## config.mk

```make
export PLATFORM = sky130hd
export DESIGN_NAME = cic_rate_ctrl_flat
export DESIGN_NICKNAME = d
export VERILOG_FILES = /design/src/rtl/cic_rate_ctrl_if.sv /design/src/rtl/cic_rate_ctrl.sv /design/src/flat_wrapper.sv
export SDC_FILE = /design/constraint.sdc
export NUM_CORES = 1
export LEC_CHECK = 0
export CORE_MARGIN = 3
export CORE_UTILIZATION = 30
export DETAILED_ROUTE_END_ITERATION = 16
export PLACE_DENSITY = 0.54
export SKIP_CTS_REPAIR_TIMING = 1
export SLEW_MARGIN = 20
export SYNTH_ARGS = -nofsm -noshare
export SYNTH_HDL_FRONTEND = slang
export SYNTH_SLANG_ARGS = --single-unit
```

## constraint.sdc

```tcl
create_clock -name clk -period 3.68 [get_ports clk]
set_input_delay 0.736 -clock clk [delete_from_list [all_inputs] [get_ports clk]]
set_output_delay 0.736 -clock clk [all_outputs]
set_load 0.005 [all_outputs]
```

## src/rtl/cic_rate_ctrl_if.sv

```systemverilog
// Rate-change request channel (AXI-Stream style) from the host/config bus
// into the CIC rate sequencing controller.
interface cic_rate_ctrl_if #(
  parameter int unsigned RATE_DW = 32
);
  logic [RATE_DW-1:0] s_axis_cfg_tdata;
  logic               s_axis_cfg_tvalid;
  logic               s_axis_cfg_tready;

  modport master (
    output s_axis_cfg_tdata,
    output s_axis_cfg_tvalid,
    input  s_axis_cfg_tready
  );

  modport slave (
    input  s_axis_cfg_tdata,
    input  s_axis_cfg_tvalid,
    output s_axis_cfg_tready
  );
endinterface

```

## src/rtl/cic_rate_ctrl.sv

```systemverilog
// Sequencing controller for the variable-rate CIC decimator: range-checks
// rate requests, waits for an output boundary, flushes the filter, loads the
// new rate and masks outputs until the comb pipeline has refilled.
module cic_rate_ctrl #(
  parameter int unsigned RATE_DW      = 32,
  parameter int unsigned CIC_R        = 10,
  parameter int unsigned CIC_N        = 7,
  parameter int unsigned CIC_M        = 1,
  parameter int unsigned FLUSH_CYCLES = 8,
  parameter int unsigned WAIT_TIMEOUT = 1024
) (
  input  logic               clk,
  input  logic               reset_n,
  cic_rate_ctrl_if.slave     cfg,
  input  logic               filt_out_tvalid,
  output logic               filt_reset_n,
  output logic [RATE_DW-1:0] filt_rate_tdata,
  output logic               filt_rate_tvalid,
  output logic               out_gate,
  output logic               busy,
  output logic               cfg_error,
  output logic [RATE_DW-1:0] current_rate
);

  localparam int unsigned SETTLE_OUTS = CIC_N * CIC_M;
  localparam int unsigned WAIT_W      = $clog2(WAIT_TIMEOUT) + 1;
  localparam int unsigned FLUSH_W     = $clog2(FLUSH_CYCLES) + 1;
  localparam int unsigned SETTLE_W    = $clog2(SETTLE_OUTS) + 1;

  localparam logic [WAIT_W-1:0]   WAIT_LAST   = WAIT_W'(WAIT_TIMEOUT - 1);
  localparam logic [FLUSH_W-1:0]  FLUSH_LAST  = FLUSH_W'(FLUSH_CYCLES - 1);
  localparam logic [SETTLE_W-1:0] SETTLE_LAST = SETTLE_W'(SETTLE_OUTS - 1);
  localparam logic [RATE_DW-1:0]  RATE_MAX    = RATE_DW'(CIC_R);

  typedef enum logic [2:0] {
    IDLE,
    WAIT_BOUND,
    FLUSH,
    APPLY,
    SETTLE
  } state_t;

  state_t              state, state_next;
  logic [WAIT_W-1:0]   wait_cnt;
  logic [FLUSH_W-1:0]  flush_cnt;
  logic [SETTLE_W-1:0] settle_cnt;
  logic [RATE_DW-1:0]  pending_rate;
  logic                handshake;
  logic                err_next;
  logic                load_pending;

  assign handshake = cfg.s_axis_cfg_tvalid & cfg.s_axis_cfg_tready;

  // Next-state decode and request classification.
  always_comb begin
    state_next   = state;
    err_next     = 1'b0;
    load_pending = 1'b0;
    unique case (state)
      IDLE: begin
        if (handshake) begin
          if ((cfg.s_axis_cfg_tdata == '0) || (cfg.s_axis_cfg_tdata > RATE_MAX)) begin
            err_next = 1'b1;
          end else if (cfg.s_axis_cfg_tdata != current_rate) begin
            load_pending = 1'b1;
            state_next   = WAIT_BOUND;
          end
        end
      end
      WAIT_BOUND: begin
        if (filt_out_tvalid || (wait_cnt == WAIT_LAST)) state_next = FLUSH;
      end
      FLUSH: begin
        if (flush_cnt == FLUSH_LAST) state_next = APPLY;
      end
      APPLY: begin
        state_next = SETTLE;
      end
      SETTLE: begin
        if (filt_out_tvalid && (settle_cnt == SETTLE_LAST)) state_next = IDLE;
      end
      default: begin
        state_next = SETTLE;
      end
    endcase
  end

  // State register; reset lands in SETTLE so post-reset transients are masked.
  always_ff @(posedge clk) begin
    if (!reset_n) state <= SETTLE;
    else          state <= state_next;
  end

  // Per-state counters, cleared on every state change.
  always_ff @(posedge clk) begin
    if (!reset_n || (state_next != state)) begin
      wait_cnt   <= '0;
      flush_cnt  <= '0;
      settle_cnt <= '0;
    end else begin
      unique case (state)
        WAIT_BOUND: wait_cnt  <= wait_cnt + WAIT_W'(1);
        FLUSH:      flush_cnt <= flush_cnt + FLUSH_W'(1);
        SETTLE:     if (filt_out_tvalid) settle_cnt <= settle_cnt + SETTLE_W'(1);
        default: ;
      endcase
    end
  end

  // Pending rate capture on an accepted, actionable request.
  always_ff @(posedge clk) begin
    if (!reset_n)          pending_rate <= '0;
    else if (load_pending) pending_rate <= cfg.s_axis_cfg_tdata;
  end

  // Outputs are registered from the next state so each one lines up with
  // the state it describes.
  always_ff @(posedge clk) begin
    if (!reset_n) begin
      filt_reset_n          <= 1'b0;
      filt_rate_tvalid      <= 1'b0;
      filt_rate_tdata       <= RATE_MAX;
      current_rate          <= RATE_MAX;
      out_gate              <= 1'b0;
      busy                  <= 1'b1;
      cfg_error             <= 1'b0;
      cfg.s_axis_cfg_tready <= 1'b0;
    end else begin
      filt_reset_n          <= (state_next != FLUSH);
      filt_rate_tvalid      <= (state_next == APPLY);
      out_gate              <= (state_next == IDLE) || (state_next == WAIT_BOUND);
      busy                  <= (state_next != IDLE);
      cfg_error             <= err_next;
      cfg.s_axis_cfg_tready <= (state_next == IDLE);
      if (state_next == APPLY) begin
        filt_rate_tdata <= pending_rate;
        current_rate    <= pending_rate;
      end
    end
  end

endmodule

```

## src/flat_wrapper.sv

```systemverilog
// flat-port wrapper written by rule: the top's interface ports become plain ports
module cic_rate_ctrl_flat 
#(
  parameter int unsigned RATE_DW      = 32,
  parameter int unsigned CIC_R        = 10,
  parameter int unsigned CIC_N        = 7,
  parameter int unsigned CIC_M        = 1,
  parameter int unsigned FLUSH_CYCLES = 8,
  parameter int unsigned WAIT_TIMEOUT = 1024
)
  (clk, reset_n, filt_out_tvalid, filt_reset_n, filt_rate_tdata, filt_rate_tvalid, out_gate, busy, cfg_error, current_rate, cfg_s_axis_cfg_tdata, cfg_s_axis_cfg_tvalid, cfg_s_axis_cfg_tready);
  cic_rate_ctrl_if #(.RATE_DW(RATE_DW)) cfg_i ();
  input  logic clk;
  input  logic reset_n;
  input  logic filt_out_tvalid;
  output logic filt_reset_n;
  output logic [RATE_DW-1:0] filt_rate_tdata;
  output logic filt_rate_tvalid;
  output logic out_gate;
  output logic busy;
  output logic cfg_error;
  output logic [RATE_DW-1:0] current_rate;
  input wire logic [$bits(cfg_i.s_axis_cfg_tdata)-1:0] cfg_s_axis_cfg_tdata;
  input wire logic [$bits(cfg_i.s_axis_cfg_tvalid)-1:0] cfg_s_axis_cfg_tvalid;
  output wire logic [$bits(cfg_i.s_axis_cfg_tready)-1:0] cfg_s_axis_cfg_tready;
  assign cfg_i.s_axis_cfg_tdata = cfg_s_axis_cfg_tdata;
  assign cfg_i.s_axis_cfg_tvalid = cfg_s_axis_cfg_tvalid;
  assign cfg_s_axis_cfg_tready = cfg_i.s_axis_cfg_tready;
  cic_rate_ctrl #(.RATE_DW(RATE_DW), .CIC_R(CIC_R), .CIC_N(CIC_N), .CIC_M(CIC_M), .FLUSH_CYCLES(FLUSH_CYCLES), .WAIT_TIMEOUT(WAIT_TIMEOUT)) u_core (.clk(clk), .reset_n(reset_n), .cfg(cfg_i), .filt_out_tvalid(filt_out_tvalid), .filt_reset_n(filt_reset_n), .filt_rate_tdata(filt_rate_tdata), .filt_rate_tvalid(filt_rate_tvalid), .out_gate(out_gate), .busy(busy), .cfg_error(cfg_error), .current_rate(current_rate));
endmodule
```

==> metrics.txt <==
GRT overflow 0; total CTS buffers 9; gpl congestion 0.7847; Ant. Diodes 0; max-cap viol count 0; FF-to-FF End u_core.pending_rate[2]; core footprint 12310 um^2; setup_tns 0 ns; # nets final 537; final hold vios 0; Hold Crit Class flop to flop; Remaining DRCs 0; area leader, netlist dfxtp_1; top post-synthesis cells by area dfxtp_1, xor2_1, nand2_1; Synth Area in Compound Gates 0.07902; Seq/Total Area, Yosys 0.4767; fin. max-slew vios 0; xor and xnor area share after synthesis 0.1088; Root Driver clkbuf_16; Critical path destination u_core.pending_rate[2]; CP Launch Type input pin; PwrDens 378.1 nW/um^2; initial DRC count 263; Netlist cell types 35; CTS tree done; routed length per instance 15.29 um; Synth Area in Simple Gates 0.2205; share of cells above drive strength 1 0.04810; IO buf count 105; total wire length 10.20 mm; EDFF count, synth 0; maximum VDD drop 0.2072 mV; Vias/cell 4.612; Worst setup EP type flop; Main synth FF type dfxtp_1; worst slew pin tran 0.8777 ns; Seq cells post-synth 92; post-synthesis async set-or-reset flop share 0; Starting Density 0.3138; vias 3076; syn_nets 468; Netlist Area Pre-Place 3864 um^2; Reg2Reg Setup Slack 1.10 ns; leak pwr 0.001971 uW; Worst-path clk slew 0.06 ns; total track usage 0.1412; Warnings, synthesis 0; Relative slew margins 0.4066; crit path max fanout 36; Final Cell Area 5084 um^2; H-tree depth 3; vias in the first global route 3073; P&R area growth vs syn 31.57%; ANT nets after route 0; Commonest cells post-synth dfxtp_1, nand2_1, xor2_1, a21oi_1, nor2_1; Final min period 3.177 ns; antenna violations before repair 0; r2r startpoint u_core.filt_rate_tdata[4]; worst skew pair latency 0.33 ns; CP startpoint cfg_s_axis_cfg_tdata[3]; reg2reg path depth 7; CP arrival 3.37 ns; critical path type input pin to flop; Avg Inst Size Synth 9.027 um^2; RSZ-0062 raised after global routing false; post-synthesis mux area share 0.01295; DR pass1 iterations 4; io pins 106; clk_skew 0.007323 ns; adder-cell share of the synthesized area 0.01295; Peak Freq 0.3147 GHz; largest net degree at the start of global routing 40; Setup Viol. Count Final 0; Max Buffers Root-to-Sink 2; CP required 3.88 ns; count leader, synth dfxtp_1; Die Ht 119.5 um; post-synth top area share 0.4767; first-pass GRT wire length 16.14 mm; Die Width 119.5 um; final core utilization 0.4129; cell count after synthesis 428; outcome complete, no violations; period utilization 0.8634; DIE AREA 14280 um^2; placed inst area 4837 um^2; detailed placement HPWL 7.275 mm; Rows 40; main combinational cell family by area after synthesis simple AND/OR/NAND/NOR gates; Sink Count 92
## worst max-delay path, cell delays in order
cell and delay (ns):
clkdlybuf4s50_1 0.54, xor2_1 0.22, nor4_1 0.64, nand4_1 0.30, o211ai_4 0.27, buf_4 0.39, mux2i_1 0.23, nor2_1 0.06
## flip-flops by register name (all words and copies together), names as in the netlist
signal / count
u_core.filt_rate_tdata: 32
u_core.pending_rate: 32
u_core.wait_cnt: 11
u_core.flush_cnt: 4
u_core.settle_cnt: 4
u_core.state: 3
u_core.busy: 1
u_core.cfg.s_axis_cfg_tready: 1
u_core.cfg_error: 1
u_core.filt_rate_tvalid: 1
u_core.filt_reset_n: 1
u_core.out_gate: 1
## placed cells by master, fill, tap and decap left out, drive strengths merged, types with 2 or more instances in the layout
| cell type | instances |
|---|---|
| a211oi | 2 |
| a21o | 2 |
| a21oi | 33 |
| a31oi | 2 |
| a41o | 2 |
| and2 | 2 |
| and3 | 30 |
| buf | 5 |
| clkbuf | 10 |
| clkdlybuf4s50 | 105 |
| clkinv | 2 |
| dfxtp | 92 |
| ha | 4 |
| inv | 5 |
| mux2i | 5 |
| nand2 | 77 |
| nand3 | 4 |
| nand4 | 9 |
| nor2 | 33 |
| nor4 | 16 |
| xnor2 | 7 |
| xor2 | 41 |
## worst min path at each step
stage	start	to	depth (start not counted)
2_1_floorplan	u_core.pending_rate[4]	u_core.filt_rate_tdata[4]	2
3_3_place_gp	u_core.pending_rate[13]	u_core.filt_rate_tdata[13]	2
3_5_place_dp	u_core.pending_rate[31]	u_core.filt_rate_tdata[31]	2
4_1_cts	u_core.pending_rate[26]	u_core.filt_rate_tdata[26]	2
5_1_grt	u_core.pending_rate[31]	u_core.filt_rate_tdata[31]	2
6_report	u_core.pending_rate[30]	u_core.filt_rate_tdata[30]	2
## per-stage QoR
step           power (uW)  hold slack (ns)  instances  setup WS, ns
4_1_cts              1935           0.4492        667        0.5820
3_5_place_dp         1151           0.4402        654        0.2313
2_1_floorplan        1077           0.4271        428         1.347
6_report             1922           0.4481        667        0.5029
3_3_place_gp         1150           0.4362        654        0.2497
5_1_grt              1986           0.4719        667        0.4587
## where the power goes
group	switching [uW]	internal (uW)	leakage (uW)	total (uW)
registers	6.95	1000	0.000742	1010
logic	55.4	60.9	0.00111	116
clock network	351	444	0.000120	794
total	413	1510	0.00197	1920
## metal layers
layer  vias up  part of all wire  wire (um)  track usage
met3         7             0.056        571      0.02802
met4         0            0.0085         87      0.03436
met2        99              0.44       4501       0.2161
li1       1536                 -          -            -
met1      1434              0.49       5036       0.2041
met5         -                 0          0            0
## final cells by class
type | instances | area (um^2)
Inverter | 5 | 18.77
Clock inverter | 3 | 17.52
Fill cell | 1258 | 7228
Clock buffer | 10 | 229.0
Tap cell | 168 | 210.2
Sequential cell | 92 | 1842
Multi-Input combinational cell | 279 | 1678
Timing Repair Buffer | 110 | 1089
## kinds of logic after synthesis
group                    count (synthesis)
adder cells (fa/ha/maj)                  4
buffers and inverters                   57
AND/OR/NAND/NOR                        177
XOR/XNOR                                48
AO/OA/AOI/OAI                           45
flip-flops                              92
multiplexers                             5
No activity file was read; power rests on OpenSTA's default activity.
